File: src/rtl/flag_branch_controller_pkg.sv
// ---------------------------------------------------------------------------
// branch_pkg
//   Shared definitions for the execute-stage flag/branch controller:
//   flag bit positions inside the {C,N,Z} register, the two-bit branch type
//   encoding and the redirect FSM state type.
// ---------------------------------------------------------------------------
package branch_pkg;

    // Bit positions inside the 3-bit condition code register {C,N,Z}
    localparam int FLAG_Z = 0;
    localparam int FLAG_N = 1;
    localparam int FLAG_C = 2;

    // Branch type encoding as presented on br_type
    typedef enum logic [1:0] {
        BR_JMP = 2'b00,
        BR_JZ  = 2'b01,
        BR_JN  = 2'b10,
        BR_JC  = 2'b11
    } br_type_e;

    // Redirect sequencing states
    typedef enum logic [1:0] {
        IDLE     = 2'b00,
        REDIRECT = 2'b01,
        FLUSH    = 2'b10
    } state_e;

endpackage

File: src/rtl/flag_branch_controller_if.sv
// ---------------------------------------------------------------------------
// flag_branch_controller_if
//   Bundles the ALU flag update, branch, interrupt save/restore and redirect
//   signals of the execute stage.
//   slave  : the controller (consumes ALU/branch/interrupt inputs, drives
//            flag, pc_redirect, pc_target, flush, busy, save_err)
//   master : whoever drives the execute-stage inputs
// ---------------------------------------------------------------------------
interface flag_branch_controller_if #(
    parameter int PC_WIDTH = 32
);
    logic [2:0]          alu_flag_we;
    logic [2:0]          alu_flag;
    logic                br_valid;
    logic [1:0]          br_type;
    logic [PC_WIDTH-1:0] br_target;
    logic                stall;
    logic                int_save;
    logic                int_restore;
    logic [2:0]          flag;
    logic                pc_redirect;
    logic [PC_WIDTH-1:0] pc_target;
    logic                flush;
    logic                busy;
    logic                save_err;

    modport slave (
        input  alu_flag_we, alu_flag, br_valid, br_type, br_target,
               stall, int_save, int_restore,
        output flag, pc_redirect, pc_target, flush, busy, save_err
    );

    modport master (
        output alu_flag_we, alu_flag, br_valid, br_type, br_target,
               stall, int_save, int_restore,
        input  flag, pc_redirect, pc_target, flush, busy, save_err
    );
endinterface

File: src/rtl/flag_branch_controller_save_stack.sv
// ---------------------------------------------------------------------------
// flag_save_stack
//   Small LIFO holding 3-bit flag snapshots across nested interrupts.
//   Implemented as a shift register with the top of stack in entry 0, so the
//   popped value is always available combinationally on data_o.
//   Ports: clk, rst (async active-low), push_i/data_i, pop_i, data_o,
//          full_o, empty_o. Push when full and pop when empty are ignored;
//          the caller is responsible for flagging those as errors.
// ---------------------------------------------------------------------------
module flag_save_stack #(
    parameter int SAVE_DEPTH = 2
) (
    input  logic       clk,
    input  logic       rst,
    input  logic       push_i,
    input  logic       pop_i,
    input  logic [2:0] data_i,
    output logic [2:0] data_o,
    output logic       full_o,
    output logic       empty_o
);
    localparam int CW = $clog2(SAVE_DEPTH + 1);

    logic [2:0]    mem_q [SAVE_DEPTH];
    logic [CW-1:0] count_q;

    assign full_o  = (count_q == CW'(SAVE_DEPTH));
    assign empty_o = (count_q == '0);
    assign data_o  = mem_q[0];

    // Push shifts everything one slot deeper; pop shifts it back up.
    always_ff @(posedge clk or negedge rst) begin
        if (!rst) begin
            for (int i = 0; i < SAVE_DEPTH; i++) mem_q[i] <= '0;
            count_q <= '0;
        end else if (push_i && !full_o) begin
            mem_q[0] <= data_i;
            for (int i = 1; i < SAVE_DEPTH; i++) mem_q[i] <= mem_q[i-1];
            count_q <= count_q + CW'(1);
        end else if (pop_i && !empty_o) begin
            for (int i = 0; i < SAVE_DEPTH - 1; i++) mem_q[i] <= mem_q[i+1];
            mem_q[SAVE_DEPTH-1] <= '0;
            count_q <= count_q - CW'(1);
        end
    end
endmodule

File: src/rtl/flag_branch_controller.sv
// ---------------------------------------------------------------------------
// flag_branch_controller
//   Execute-stage owner of the {C,N,Z} flag register. Applies per-bit ALU
//   flag writes, resolves JMP/JZ/JN/JC against the bypassed flags (clearing
//   the tested bit), issues a registered PC redirect followed by a
//   FLUSH_CYCLES-long flush, and saves/restores flags across interrupts.
//   Ports: clk, rst (async active-low), bus (slave modport of
//          flag_branch_controller_if carrying all data/control signals).
// ---------------------------------------------------------------------------
module flag_branch_controller
    import branch_pkg::*;
#(
    parameter int PC_WIDTH     = 32,
    parameter int FLUSH_CYCLES = 2,
    parameter int SAVE_DEPTH   = 2
) (
    input  logic                     clk,
    input  logic                     rst,
    flag_branch_controller_if.slave  bus
);
    localparam int CNT_W = (FLUSH_CYCLES > 1) ? $clog2(FLUSH_CYCLES) : 1;

    state_e              state_q;
    logic [CNT_W-1:0]    cnt_q;
    logic [2:0]          flag_q, flag_d;
    logic [PC_WIDTH-1:0] pc_target_q;
    logic                pc_redirect_q, flush_q, busy_q, save_err_q;

    logic [2:0] eff, clearMask, flagNormal, popData;
    logic       condBit, brAccept, brTaken;
    logic       doSave, doRestore, stackFull, stackEmpty, errEvent;

    // Bypass the ALU write into the flag view, decide whether a branch is
    // accepted/taken, and build the next flag value. A conditional branch
    // clears its tested bit whether or not it is taken; a successful restore
    // overrides everything else.
    always_comb begin
        eff        = (bus.alu_flag_we & bus.alu_flag) | (~bus.alu_flag_we & flag_q);
        brAccept   = !bus.stall && bus.br_valid && (state_q == IDLE);
        condBit    = 1'b1;
        clearMask  = 3'b000;
        case (br_type_e'(bus.br_type))
            BR_JZ:   begin condBit = eff[FLAG_Z]; clearMask[FLAG_Z] = 1'b1; end
            BR_JN:   begin condBit = eff[FLAG_N]; clearMask[FLAG_N] = 1'b1; end
            BR_JC:   begin condBit = eff[FLAG_C]; clearMask[FLAG_C] = 1'b1; end
            default: begin condBit = 1'b1;        clearMask = 3'b000;       end
        endcase
        brTaken    = brAccept && condBit;
        flagNormal = brAccept ? (eff & ~clearMask) : eff;
        doRestore  = !bus.stall && bus.int_restore;
        doSave     = !bus.stall && bus.int_save && !bus.int_restore;
        errEvent   = (doSave && stackFull) || (doRestore && stackEmpty);
        if (bus.stall)
            flag_d = flag_q;
        else if (doRestore && !stackEmpty)
            flag_d = popData;
        else
            flag_d = flagNormal;
    end

    // The stack snapshots the flag value this cycle would produce without
    // the restore, so a save coinciding with a branch captures the cleared bit.
    flag_save_stack #(
        .SAVE_DEPTH (SAVE_DEPTH)
    ) u_save_stack (
        .clk     (clk),
        .rst     (rst),
        .push_i  (doSave),
        .pop_i   (doRestore),
        .data_i  (flagNormal),
        .data_o  (popData),
        .full_o  (stackFull),
        .empty_o (stackEmpty)
    );

    // Flag register and sticky save/restore error.
    always_ff @(posedge clk or negedge rst) begin
        if (!rst) begin
            flag_q     <= '0;
            save_err_q <= 1'b0;
        end else begin
            flag_q <= flag_d;
            if (errEvent) save_err_q <= 1'b1;
        end
    end

    // Redirect FSM with registered outputs. REDIRECT always lasts exactly one
    // cycle regardless of stall; the remaining FLUSH_CYCLES-1 flush cycles
    // only count down on unstalled cycles.
    always_ff @(posedge clk or negedge rst) begin
        if (!rst) begin
            state_q       <= IDLE;
            cnt_q         <= '0;
            pc_target_q   <= '0;
            pc_redirect_q <= 1'b0;
            flush_q       <= 1'b0;
            busy_q        <= 1'b0;
        end else begin
            case (state_q)
                IDLE: begin
                    if (brTaken) begin
                        state_q       <= REDIRECT;
                        pc_target_q   <= bus.br_target;
                        cnt_q         <= CNT_W'(FLUSH_CYCLES - 1);
                        pc_redirect_q <= 1'b1;
                        flush_q       <= 1'b1;
                        busy_q        <= 1'b1;
                    end
                end
                REDIRECT: begin
                    pc_redirect_q <= 1'b0;
                    if (cnt_q == '0) begin
                        state_q <= IDLE;
                        flush_q <= 1'b0;
                        busy_q  <= 1'b0;
                    end else begin
                        state_q <= FLUSH;
                    end
                end
                FLUSH: begin
                    if (!bus.stall) begin
                        cnt_q <= cnt_q - CNT_W'(1);
                        if (cnt_q == CNT_W'(1)) begin
                            state_q <= IDLE;
                            flush_q <= 1'b0;
                            busy_q  <= 1'b0;
                        end
                    end
                end
                default: begin
                    state_q       <= IDLE;
                    pc_redirect_q <= 1'b0;
                    flush_q       <= 1'b0;
                    busy_q        <= 1'b0;
                end
            endcase
        end
    end

    assign bus.flag        = flag_q;
    assign bus.pc_redirect = pc_redirect_q;
    assign bus.pc_target   = pc_target_q;
    assign bus.flush       = flush_q;
    assign bus.busy        = busy_q;
    assign bus.save_err    = save_err_q;
endmodule

File: src/flat_wrapper.sv
// flat-port wrapper written by rule: the top's interface ports become plain ports
module flag_branch_controller_flat import branch_pkg::*;
#(
    parameter int PC_WIDTH     = 32,
    parameter int FLUSH_CYCLES = 2,
    parameter int SAVE_DEPTH   = 2
)
  (clk, rst, bus_alu_flag_we, bus_alu_flag, bus_br_valid, bus_br_type, bus_br_target, bus_stall, bus_int_save, bus_int_restore, bus_flag, bus_pc_redirect, bus_pc_target, bus_flush, bus_busy, bus_save_err);
  flag_branch_controller_if #(.PC_WIDTH(PC_WIDTH)) bus_i ();
  input  logic clk;
  input  logic rst;
  input wire logic [$bits(bus_i.alu_flag_we)-1:0] bus_alu_flag_we;
  input wire logic [$bits(bus_i.alu_flag)-1:0] bus_alu_flag;
  input wire logic [$bits(bus_i.br_valid)-1:0] bus_br_valid;
  input wire logic [$bits(bus_i.br_type)-1:0] bus_br_type;
  input wire logic [$bits(bus_i.br_target)-1:0] bus_br_target;
  input wire logic [$bits(bus_i.stall)-1:0] bus_stall;
  input wire logic [$bits(bus_i.int_save)-1:0] bus_int_save;
  input wire logic [$bits(bus_i.int_restore)-1:0] bus_int_restore;
  output wire logic [$bits(bus_i.flag)-1:0] bus_flag;
  output wire logic [$bits(bus_i.pc_redirect)-1:0] bus_pc_redirect;
  output wire logic [$bits(bus_i.pc_target)-1:0] bus_pc_target;
  output wire logic [$bits(bus_i.flush)-1:0] bus_flush;
  output wire logic [$bits(bus_i.busy)-1:0] bus_busy;
  output wire logic [$bits(bus_i.save_err)-1:0] bus_save_err;
  assign bus_i.alu_flag_we = bus_alu_flag_we;
  assign bus_i.alu_flag = bus_alu_flag;
  assign bus_i.br_valid = bus_br_valid;
  assign bus_i.br_type = bus_br_type;
  assign bus_i.br_target = bus_br_target;
  assign bus_i.stall = bus_stall;
  assign bus_i.int_save = bus_int_save;
  assign bus_i.int_restore = bus_int_restore;
  assign bus_flag = bus_i.flag;
  assign bus_pc_redirect = bus_i.pc_redirect;
  assign bus_pc_target = bus_i.pc_target;
  assign bus_flush = bus_i.flush;
  assign bus_busy = bus_i.busy;
  assign bus_save_err = bus_i.save_err;
  flag_branch_controller #(.PC_WIDTH(PC_WIDTH), .FLUSH_CYCLES(FLUSH_CYCLES), .SAVE_DEPTH(SAVE_DEPTH)) u_core (.clk(clk), .rst(rst), .bus(bus_i));
endmodule
File: config.mk
export PLATFORM = sky130hd
export DESIGN_NAME = flag_branch_controller_flat
export DESIGN_NICKNAME = d
export VERILOG_FILES = /design/src/rtl/flag_branch_controller_pkg.sv /design/src/rtl/flag_branch_controller_if.sv /design/src/rtl/flag_branch_controller_save_stack.sv /design/src/rtl/flag_branch_controller.sv /design/src/flat_wrapper.sv
export SDC_FILE = /design/constraint.sdc
export NUM_CORES = 1
export LEC_CHECK = 0
export ABC_AREA = 1
export CORE_AREA = 2 2 94 78
export DETAILED_ROUTE_END_ITERATION = 16
export DIE_AREA = 0 0 96 80
export SLEW_MARGIN = 15
export SYNTH_ARGS = -nofsm -noshare
export SYNTH_HDL_FRONTEND = slang
export SYNTH_HIERARCHICAL = 1
export SYNTH_SLANG_ARGS = --single-unit
File: constraint.sdc
create_clock -name clk -period 1.8 [get_ports clk]
set_input_delay 0.18 -clock clk [delete_from_list [all_inputs] [get_ports clk]]
set_output_delay 0.18 -clock clk [all_outputs]
set_load 0.01 [all_outputs]
Yosys cells after proc, flatten, opt, wreduce, memory -nomap -nowiden:

Cells that the tools add are included.
W data, S select, Z words.

* register bits after elaboration: 49

* bitwise operators: 7
* equal/unequal tests: 10
* multiplexer cells: 23
* reductions and logical operators: 24
* add/sub/neg operators: 3

Operators with widths (count)
* $mux W2: 6
* $mux W6: 2
* $logic_and A1 B1 Y1: 10
* $and A3 B3 Y3: 3
* $eq A2 B2 Y1 const B: 4
* $mux W1: 8
* $mux W3: 2
* $not A3 Y3: 2
* $pmux W1 S3: 2
* $pmux W2 S3: 1
* $reduce_and A3 Y1: 2
* $eq A2 B1 Y1 const B: 2
* $logic_not A1 Y1: 4
* $logic_not A2 Y1: 2
* $ne A2 B1 Y1 const B: 2
* $ne A2 B2 Y1 const B: 2
* $pmux W1 S2: 2
* $reduce_and A2 Y1: 2
* $reduce_and A4 Y1: 1
* $reduce_bool A2 Y1: 2
* $or A3 B3 Y3: 1
* $add A2 B1 Y2 const B: 1
* $sub A2 B1 Y2 const B: 1
* $logic_or A1 B1 Y1: 1
* other kinds (2): 2

Longest topological paths before layout:

Gate-level depths: netlist of run 1.

* word-level depth: 7
* depth in mapped cells: 10
* depth with buffers taken out: 10

Modules after synthesis:

The synthesis of run 1 kept the hierarchy.

Modules (own cells, without submodules)
* flag_branch_controller: cells an instance 219, times used 1, area each 1836.8 um2, sequential area each 1026.0 um2
* flag_save_stack: cells an instance 53, times used 1, area each 452.9 um2, sequential area each 200.2 um2

Worst setup path after synthesis of run 1:

OpenSTA, ideal clock, no wires.

* path kind: register to register
* from: register u_core.state_q[0]
* to: register u_core.u_save_stack.mem_q (netlist bit u_core/u_save_stack/data_o[0])
* setup time: 117 ps
* clock period less this slack: 1265 ps
* data required time: 1683 ps
* stages on the path, launching flop included: 11
* setup slack: 535 ps
* data arrival time: 1149 ps
* cells stage by stage: dfrtp_1 inv_1 nand2_1 nor2_8 nand3_1 nand2_1 inv_1 inv_1 nand3_1 nand3_2 nand2_1

* cells in the longest elaborated chain, start to end: 4

Ends and longest elaborated chain
* start: declaration: line flag_branch_controller.sv:23 `state_e state_q;`
* start signal: assignment: line flag_branch_controller.sv:92 `state_q <= IDLE;`
* start signal: assignment: line flag_branch_controller.sv:102 `state_q <= REDIRECT;`
* start signal: assignment: line flag_branch_controller.sv:113 `state_q <= IDLE;`
* $logic_not A2 Y1: line flag_branch_controller.sv:39 `brAccept = !bus.stall && bus.br_valid && (state_q == IDLE);`
* $logic_and A1 B1 Y1: line flag_branch_controller.sv:39
* $mux W3: line flag_branch_controller.sv:49 `flagNormal = brAccept ? (eff & ~clearMask) : eff;`
* net u_core.flagNormal[0]: line flag_branch_controller.sv:29 `logic [2:0] eff, clearMask, flagNormal, popData;`
* $mux W6: line flag_branch_controller_save_stack.sv:36 `end else if (push_i && !full_o) begin`
* end: declaration: line flag_branch_controller_save_stack.sv:24 `logic [2:0] mem_q [SAVE_DEPTH];`

The timed path passes the listed nets, and every way through them passes these cells.
A chain may end at the register's enable or synchronous reset.

Final worst setup path of run 1:

* from: register u_core.flag_q[2], in the netlist u_core/bus.flag[2]
* to: output bus_flag[2]

RTL lines
* start: declaration: line flag_branch_controller.sv:25 `logic [2:0] flag_q, flag_d;`
* start signal: assignment: line flag_branch_controller.sv:82 `flag_q <= flag_d;`
* end: declaration: line flat_wrapper.sv:20 `output wire logic [$bits(bus_i.flag)-1:0] bus_flag;`

No word-level cell between the ends.

==> impl_metrics.env, run 1 <==
export IMPL_synth_area_um2=2290
export IMPL_reg2reg_slack_ns=0.37
export IMPL_ir_drop_v=0.0005405
export IMPL_fin_crit_ns=1.435
export IMPL_grt_pass1_vias=1927
export IMPL_cts_clk_slew_worst_paths_ns=0.09
export IMPL_final_common_cell="nand2_1"
export IMPL_clock_sinks=49
export IMPL_clkLatencyLatePin_ns=0.29
export IMPL_die_area_um2=7680
export IMPL_power_density_nw_per_um2=1292
export IMPL_final_cell_mix="nand2_1 (104), clkdlybuf4s50_1 (83), dfrtp_1 (49)"
export IMPL_diodes=0
export IMPL_core_um2=6723
export IMPL_crit_chain="clkdlybuf4s50_1"
export IMPL_start_kind="flop"
export IMPL_cts_path_max_buffers=2
export IMPL_critPathArrivalTime_ns=1.26
export IMPL_clockRootBuffer="clkbuf_8"
export IMPL_fin_setup_tns_ns=0
export IMPL_wl_per_cell_um=12.13
export IMPL_htree_levels=2
export IMPL_r2r_start="u_core/u_save_stack/count_q[1]"
export IMPL_drtIter0Drc=70
export IMPL_tritoncts="done"
export IMPL_crit_family="buffers and inverters"
export IMPL_route_detailed_drc=0
export IMPL_grt_max_degree=50
export IMPL_grt_total_usage_pct=15.15
export IMPL_fmax_ghz=0.6968
export IMPL_hold_violations=25
export IMPL_place_gp_congestion=0.8583
export IMPL_ant_nets=0
export IMPL_yosysWarnings=6
export IMPL_reg2reg_depth=5
export IMPL_vias_per_cell=4.569
export IMPL_port_buffers=84
export IMPL_firstDrtPassIters=4
export IMPL_cts_resized=0
export IMPL_ys_ff_latch=49
export IMPL_postCtsSetupBuffers=0
export IMPL_syn_num_nets=318
export IMPL_fp_dieH_um=80
export IMPL_grt_pass1_wl_um=9004
export IMPL_r2r_end="u_core/bus.flag[0]"
export IMPL_rows=27
export IMPL_cts_made_buffers=5
export IMPL_cp_num_buf_inv=1
export IMPL_maxCapViolCount=0
export IMPL_status="finished, violations left"
export IMPL_die_w_um=96
export IMPL_fin_nets=403
export IMPL_synth_cell_types=21
export IMPL_start_util_pct=34.06
export IMPL_syn_area_per_cell_um2=8.418
export IMPL_area_growth_pct=43.55
export IMPL_boundaryPins=85
export IMPL_slowest_delay_ns=0.55
export IMPL_antenna_found_initial=0
export IMPL_syn_inst=272
export IMPL_setup_viol=0
export IMPL_critPathKind="reg2out"
export IMPL_rsz0062_at_grt="no"
export IMPL_timing_final_crit_share_pct=79.73
export IMPL_worstPathRequired_ns=1.62
export IMPL_ys_seq_area_share_pct=53.55
export IMPL_layout_drive_gt1_share_pct=9.497
export IMPL_fin_util_pct=48.89
export IMPL_routed_wl_um=5400
export IMPL_gr_total_overflow=0
export IMPL_power_leakage_nw=1.651
export IMPL_hold_ws_ns=-0.03026
export IMPL_fin_skew_ns=0.005696
export IMPL_tightest_slew_ns=0.6322
export IMPL_relSlewSlack_pct=57.85
export IMPL_report_final_slew_viol_count=0
export IMPL_end_kind="primary output"
export IMPL_vias=2033
export IMPL_violations="hold timing"
export IMPL_crit_slowest_cell="clkdlybuf4s50_1"
export IMPL_dp_final_hpwl_um=3947
export IMPL_cts_hold_buf=0
export IMPL_hold_path_class="in2async"
export IMPL_crit_fanout=3
## how the worst max path moves through the flow
stage                             startpoint                            end  slack (ns)  cells after the start
after floorplan            u_core/state_q[0]  u_core/u_save_stack/data_o[0]        0.53                     10
after global placement        bus_br_type[1]       u_core/bus.pc_target[26]        0.14                      8
after detailed placement      bus_br_type[1]        u_core/bus.pc_target[4]        0.11                      8
after CTS                 u_core/bus.flag[2]                    bus_flag[2]        0.35                      1
after global routing       u_core/state_q[0]       u_core/bus.pc_target[29]        0.26                      6
final                     u_core/bus.flag[2]                    bus_flag[2]        0.36                      1
## sequential cells by signal, indices dropped and copies added, names as in the netlist
register and flops:
u_core/bus.pc_target 32, u_core/u_save_stack/count_q 2, u_core/state_q 2, u_core/bus.busy 1
u_core/bus.save_err 1, u_core/cnt_q 1, u_core/bus.flag 3, u_core/bus.pc_redirect 1
u_core/u_save_stack/mem_q 3, u_core/u_save_stack/data_o 3
## stage by stage
stage	hold WS [ns]	cell area, um^2	instances	setup WS (ns)	total power [mW]
after floorplan	-0.1156	2290	272	0.5346	2.663
after global placement	0.3393	3186	437	0.1369	3.579
after detailed placement	0.3407	3186	437	0.1109	3.588
after CTS	0.005764	3287	445	0.3462	4.320
after global routing	0.02891	3287	445	0.2557	4.588
final	-0.03026	3287	445	0.3648	4.245
## final cells by class
type	count	area [um^2]
fillers	679	3436
flip-flops and latches	49	1226
repair buffers	91	888.4
multi-input cells	184	864.6
well taps	87	108.9
inverters	26	97.59
clock buffers	7	96.34
clock inverters	1	5.005
## cells by family (layout without fill, tap and decap cells)
group	after synthesis	count (layout)	synth area share, %
AND/OR/NAND/NOR	168	168	33.33
AO/OA/AOI/OAI	16	16	4.426
buffers and inverters	39	125	8.688
flip-flops	49	49	53.55
## synth_stat cells
library cell / number / area share (%)
nor3_1: 1 / 0.22
nor2_8: 1 / 0.87
buf_4: 7 / 2.3
dfrtp_1: 49 / 54
inv_2: 3 / 0.49
buf_2: 3 / 0.66
o21ai_0: 2 / 0.44
a21oi_2: 1 / 0.38
inv_1: 23 / 3.8
o21ai_1: 2 / 0.44
nand3_2: 4 / 1.7
nand2_2: 1 / 0.27
nand3b_1: 1 / 0.33
buf_6: 3 / 1.5
nor2_1: 9 / 1.5
o31ai_1: 1 / 0.33
nand2_1: 104 / 17
a21oi_1: 6 / 1.3
nand2_4: 4 / 2.0
o21ai_2: 4 / 1.5
nand3_1: 43 / 9.4
## metal layers
layer / vias up / part of all wire, % / GRT usage, %
met4: 0 / 1.2 / 4.714
li1: 1021 / - / -
met5: - / 0 / 0
met1: 942 / 47 / 20.22
met2: 65 / 44 / 23.26
met3: 5 / 7.8 / 4.910
## power breakdown
part           internal [mW]  switching, mW  leakage [nW]
logic                  0.934          0.814         0.987
registers               1.52          0.273         0.610
clock network          0.348          0.352        0.0542
total                   2.81           1.44          1.65
No activity file was read; power rests on OpenSTA's default activity.
==> run 2: changes to the inputs <==
--- a/config.mk
+++ b/config.mk
@@ -9,6 +9,7 @@
 export CORE_AREA = 2 2 94 78
 export DETAILED_ROUTE_END_ITERATION = 16
 export DIE_AREA = 0 0 96 80
+export PLACE_DENSITY = 0.67
 export SLEW_MARGIN = 15
 export SYNTH_ARGS = -nofsm -noshare
 export SYNTH_HDL_FRONTEND = slang
==> constraint.sdc (replaced) <==
create_clock -name clk -period 1.2 [get_ports clk]
set_input_delay 0.12 -clock clk [delete_from_list [all_inputs] [get_ports clk]]
set_output_delay 0.12 -clock clk [all_outputs]
set_load 0.01 [all_outputs]
==> run 2 against run 1 <==
Net effect: the run ends with setup timing left; non-clock buffer count rose by 26; global-route usage rose by 1.4 points; total power rose by 53%; count of clock-buffer cells in the layout fell by 1; worst hold slack improved by 0.32 ns.
==> impl_metrics.env, run 2 (synthesis gave the netlist of run 1 again) <==
export IMPL_status="finished, violations left"
export IMPL_violations="setup timing"
export IMPL_cts_path_max_buffers=2
export IMPL_drtIter0Drc=69
export IMPL_final_common_cell="nand2_1"
export IMPL_grt_pass1_vias=2114
export IMPL_crit_family="buffers and inverters"
export IMPL_dp_final_hpwl_um=4321
export IMPL_crit_slowest_cell="dfrtp_1"
export IMPL_rows=27
export IMPL_diodes=0
export IMPL_combPwrFrac_pct=43.0
export IMPL_crit_top_cell="buf_4"
export IMPL_maxCapViolCount=0
export IMPL_wl_per_cell_um=12.73
export IMPL_fin_skew_ns=0.005615
export IMPL_stdcell_area_um2=3660
export IMPL_routed_wl_um=6008
export IMPL_r2r_end="u_core/bus.pc_target[19]"
export IMPL_start_kind="flop"
export IMPL_cts_made_buffers=5
export IMPL_fp_dieH_um=80
export IMPL_route_detailed_drc=0
export IMPL_slowest_delay_ns=0.40
export IMPL_setup_viol=37
export IMPL_tritoncts="done"
export IMPL_antenna_found_initial=0
export IMPL_stdcell_count=472
export IMPL_fmax_ghz=0.7829
export IMPL_post_dp_cell_area_um2=3391
export IMPL_die_area_um2=7680
export IMPL_final_cell_mix="nand2_1 (87), dfrtp_1 (49), clkdlybuf4s50_1 (44)"
export IMPL_cp_num_buf_inv=4
export IMPL_hold_path_class="in2async"
export IMPL_area_growth_pct=59.84
export IMPL_tightest_slew_ns=0.4353
export IMPL_total_power_mw=6.496
export IMPL_vias=2159
export IMPL_cts_clk_slew_worst_paths_ns=0.09
export IMPL_critPathKind="reg2reg"
export IMPL_die_w_um=96
export IMPL_vias_per_cell=4.574
export IMPL_clkLatencyLatePin_ns=0.30
export IMPL_port_buffers=84
export IMPL_rsz0062_at_grt="yes"
export IMPL_boundaryPins=85
export IMPL_core_um2=6723
export IMPL_ant_nets=0
export IMPL_clockRootBuffer="clkbuf_8"
export IMPL_clock_sinks=49
export IMPL_timing_final_crit_share_pct=106.4
export IMPL_fin_crit_ns=1.277
export IMPL_worstPathRequired_ns=1.44
export IMPL_power_leakage_nw=1.896
export IMPL_fin_util_pct=54.44
export IMPL_grt_total_usage_pct=16.57
export IMPL_pwr_share_seq_pct=41.4
export IMPL_grt_pass1_wl_um=9784
export IMPL_power_density_nw_per_um2=1775
export IMPL_clkPwrFrac_pct=15.6
export IMPL_cp_num_cells=8
export IMPL_switching_power_mw=2.402
export IMPL_report_final_slew_viol_count=0
export IMPL_route_met2_wl_um=2785
export IMPL_relSlewSlack_pct=70.98
export IMPL_start_util_pct=34.06
export IMPL_wl_met3_um=283
export IMPL_htree_levels=2
export IMPL_place_gp_congestion=0.7710
export IMPL_largest_reg_flops=32
export IMPL_firstDrtPassIters=4
export IMPL_met1_length_um=2853
export IMPL_gr_total_overflow=0
export IMPL_fin_ws_ns=-0.07725
export IMPL_grt_max_degree=27
export IMPL_r2r_start="u_core/state_q[1]"
export IMPL_hold_ws_ns=0.2868
export IMPL_crit_fanout=6
export IMPL_layout_drive_gt1_share_pct=24.94
export IMPL_reg2reg_slack_ns=-0.08
export IMPL_crit_chain="inv_2 -> nand2_4 -> nor2_8 -> buf_4 -> buf_4 -> buf_4 -> nand3_1 -> nand2_1"
export IMPL_placedCellCount=456
export IMPL_reg2reg_depth=8
export IMPL_fin_nets=430
export IMPL_end_kind="flop"
export IMPL_hold_violations=0
export IMPL_ir_drop_v=0.0008056
export IMPL_top_layer="met4"
export IMPL_p_sw_share_pct=36.97
export IMPL_p_int_mw=4.094
export IMPL_critPathArrivalTime_ns=1.52
[run 2: through the flow]
| step | TNS, ns | setup slack, ns |
|---|---|---|
| 2_1_floorplan | 0 | 0.005268 |
| 3_3_place_gp | -12.68 | -0.3088 |
| 3_5_place_dp | -13.52 | -0.3423 |
| 4_1_cts | -3.948 | -0.1154 |
| 5_1_grt | -4.273 | -0.1302 |
| 6_report | -1.825 | -0.07725 |
[run 2: final cells by class]
class	instances	area [um^2]
Clock inverter	2	13.76
Inverter	26	100.1
Multi-Input combinational cell	185	1013
Clock buffer	6	82.58
Tap cell	87	108.9
Sequential cell	49	1226
Timing Repair Buffer	117	1115
Fill cell	610	3063
[run 2: power by group through the flow]
| stage | Clock, mW | Combinational [mW] | Sequential [mW] |
|---|---|---|---|
| finish | 1.01 | 2.80 | 2.69 |
| global route | 1.12 | 3.09 | 2.79 |
| CTS | 1.05 | 2.64 | 2.67 |
| detailed placement | 0 | 2.89 | 2.70 |
| global placement | 0 | 2.84 | 2.70 |
| floorplan | 0 | 1.10 | 2.91 |
[run 2: timing repair]
item / in CTS / in global routing
pin swaps: 4 / 18
hold buffers: 1 / 0
endpoints found under the setup margin: 79 / 48
gates resized for setup: 54 / 40
buffers inserted: 4 / 5
cloned: 1 / 1
endpoints found under the hold margin: 15 / 0
[run 2: per-layer routing]
metal / GRT usage, % / vias to the layer above
met5: 0 / -
met4: 5.571 / 0
met3: 3.305 / 7
met2: 25.69 / 55
met1: 23.06 / 1013
li1: - / 1084
[run 2: worst register-to-register path, stage by stage (launching register included)]
cell	delay (ns)
dfrtp_1	0.40
inv_2	0.08
nand2_4	0.07
nor2_8	0.13
buf_4	0.15
buf_4	0.10
buf_4	0.13
nand3_1	0.09
nand2_1	0.07
[run 2: how the worst max path moves through the flow]
stage | slack (ns) | to | start
final | -0.08 | u_core/bus.pc_target[19] | u_core/state_q[1]
after global routing | -0.13 | u_core/bus.pc_target[1] | bus_br_type[1]
after CTS | -0.12 | u_core/bus.pc_target[4] | u_core/bus.flag[1]
after detailed placement | -0.34 | u_core/bus.pc_target[5] | bus_alu_flag_we[2]
after global placement | -0.31 | u_core/bus.pc_target[5] | bus_alu_flag_we[2]
after floorplan | 0.005 | u_core/u_save_stack/data_o[0] | u_core/state_q[0]
==> run 3: changes to the inputs <==
--- a/config.mk
+++ b/config.mk
@@ -9,7 +9,7 @@
 export CORE_AREA = 2 2 94 78
 export DETAILED_ROUTE_END_ITERATION = 16
 export DIE_AREA = 0 0 96 80
-export PLACE_DENSITY = 0.67
+export PLACE_DENSITY_LB_ADDON = 0.3
 export SLEW_MARGIN = 15
 export SYNTH_ARGS = -nofsm -noshare
 export SYNTH_HDL_FRONTEND = slang
==> constraint.sdc (replaced) <==
create_clock -name clk -period 1.25 [get_ports clk]
set_input_delay 0.125 -clock clk [delete_from_list [all_inputs] [get_ports clk]]
set_output_delay 0.125 -clock clk [all_outputs]
set_load 0.01 [all_outputs]
==> run 3 against run 2 <==
Net effect: the flow still finishes with violations (setup timing); via count decreased by 1.4%; worst setup slack better by 0.058 ns; total power down 3.9%; largest power group is now sequential cells; die area stayed put.
==> impl_metrics.env, run 3 (synthesis gave the netlist of run 1 again) <==
export IMPL_routed_wl_um=5929
export IMPL_htree_levels=2
export IMPL_stdcell_count=470
export IMPL_clock_sinks=49
export IMPL_firstDrtPassIters=4
export IMPL_cts_path_max_buffers=2
export IMPL_grt_pass1_vias=2155
export IMPL_drtIter0Drc=83
export IMPL_report_final_slew_viol_count=0
export IMPL_fmax_ghz=0.7876
export IMPL_violations="setup timing"
export IMPL_cts_made_buffers=5
export IMPL_status="finished, violations left"
export IMPL_grt_pass1_wl_um=9791
export IMPL_start_kind="primary input"
export IMPL_multi_input_area_um2=922.1
export IMPL_register_area_um2=1226
export IMPL_vias_per_cell=4.530
export IMPL_relSlewSlack_pct=79.14
export IMPL_vias=2129
export IMPL_reg2reg_slack_ns=-0.01
export IMPL_hold_violations=0
export IMPL_rsz0062_at_grt="yes"
export IMPL_final_cell_mix="nand2_1 (100), dfrtp_1 (49), clkdlybuf4s50_1 (44)"
export IMPL_final_common_cell="nand2_1"
export IMPL_fin_skew_ns=0.004312
export IMPL_port_buffers=84
export IMPL_fin_setup_tns_ns=-0.08134
export IMPL_fin_nets=428
export IMPL_die_area_um2=7680
export IMPL_start_util_pct=34.06
export IMPL_crit_fanout=6
export IMPL_r2r_end="u_core/bus.pc_target[21]"
export IMPL_critPathArrivalTime_ns=1.46
export IMPL_power_density_nw_per_um2=1752
export IMPL_core_um2=6723
export IMPL_fp_dieH_um=80
export IMPL_cts_clk_slew_worst_paths_ns=0.09
export IMPL_reg2reg_depth=8
export IMPL_worstPathRequired_ns=1.44
export IMPL_dp_slack_ns=-0.2981
export IMPL_tightest_slew_ns=0.3102
export IMPL_dp_final_hpwl_um=4232
export IMPL_fin_ws_ns=-0.01961
export IMPL_hold_path_class="in2async"
export IMPL_critPathKind="in2reg"
export IMPL_r2r_start="u_core/bus.flag[2]"
export IMPL_area_growth_pct=55.57
export IMPL_ir_drop_v=0.0007282
export IMPL_grt_total_usage_pct=16.23
export IMPL_clockRootBuffer="clkbuf_8"
export IMPL_grt_max_degree=50
export IMPL_setup_viol=14
export IMPL_clkLatencyLatePin_ns=0.29
export IMPL_wl_per_cell_um=12.61
export IMPL_layout_drive_gt1_share_pct=18.54
export IMPL_largest_reg_flops=32
export IMPL_boundaryPins=85
export IMPL_antenna_found_initial=0
export IMPL_diodes=0
export IMPL_ant_nets=0
export IMPL_gr_total_overflow=0
export IMPL_die_w_um=96
export IMPL_maxCapViolCount=0
export IMPL_placedCellCount=456
export IMPL_route_detailed_drc=0
export IMPL_timing_final_crit_share_pct=101.6
export IMPL_tritoncts="done"
export IMPL_rows=27
export IMPL_n_fill_cell=668
export IMPL_end_kind="flop"
export IMPL_power_leakage_nw=1.888
export IMPL_place_gp_congestion=0.8616
export IMPL_fin_crit_ns=1.270
[run 3: cell types whose count changed in the layout (fill, tap and decap cells not counted), sizes merged]
cell,previous run,this run
dlygate4sd2,36,37
nand2,110,109
bufinv,0,1
clkdlybuf4s15,0,2
clkbuf,9,7
clkinvlp,0,1
clkinv,2,0
buf,33,31
[run 3: critical path, cell delays in order]
cell	delay, ns
clkdlybuf4s50_1	0.59
nand2_1	0.08
inv_1	0.09
nand2_1	0.07
nand3_2	0.12
nand2_4	0.10
buf_4	0.17
nand2_1	0.06
nand2_1	0.05
[run 3: worst max-delay path by stage]
| stage | from | end | slack, ns | depth (start not counted) |
|---|---|---|---|---|
| after floorplan | u_core/state_q[0] | u_core/u_save_stack/data_o[0] | 0.002 | 10 |
| after global placement | bus_stall | u_core/u_save_stack/data_o[1] | -0.26 | 8 |
| after detailed placement | bus_stall | u_core/u_save_stack/data_o[0] | -0.30 | 8 |
| after CTS | u_core/bus.flag[1] | u_core/bus.pc_target[21] | 0.003 | 8 |
| after global routing | bus_br_type[0] | u_core/bus.pc_target[16] | -0.1 | 9 |
| final | bus_br_type[0] | u_core/bus.pc_target[21] | -0.02 | 9 |
[run 3: stage by stage]
| stage | instance area (um^2) | power, mW | util (%) | hold WS (ns) |
|---|---|---|---|---|
| 6_report | 3562 | 6.240 | 52.99 | 0.3317 |
| 5_1_grt | 3562 | 6.736 | 52.99 | 0.3740 |
| 4_1_cts | 3490 | 6.267 | 51.91 | 0.3406 |
| 3_5_place_dp | 3368 | 5.375 | 50.10 | 0.1354 |
| 3_3_place_gp | 3368 | 5.319 | 50.10 | 0.1406 |
| 2_1_floorplan | 2292 | 3.840 | - | -0.1706 |
[run 3: where the power goes]
part,leakage [nW],internal [mW],switching [mW]
sequential,0.610,2.20,0.343
combinational,1.22,1.21,1.33
clock,0.0574,0.651,0.512
[run 3: area by class of cell]
cell class	count	share of cell area, %
well taps	87	3.056
inverters	26	2.740
multi-input cells	184	25.89
repair buffers	116	30.52
clock buffers	6	2.318
clock inverters	2	1.054
flip-flops and latches	49	34.42
[run 3: what timing repair did]
action	CTS	global route
pin swaps	2	4
endpoints found under the setup margin	57	41
gates cloned	0	1
buffers inserted	2	2
endpoints found under the hold margin	49	0
resized for setup	46	12
hold buffers	1	0
[run 3: layer usage]
| metal | wire length [um] | vias to the layer above | global-route usage (%) |
|---|---|---|---|
| met4 | 49 | 0 | 4.714 |
| met3 | 240 | 4 | 3.305 |
| met2 | 2890 | 52 | 26.39 |
| met5 | 0 | - | 0 |
| li1 | - | 1071 | - |
| met1 | 2748 | 1002 | 21.79 |
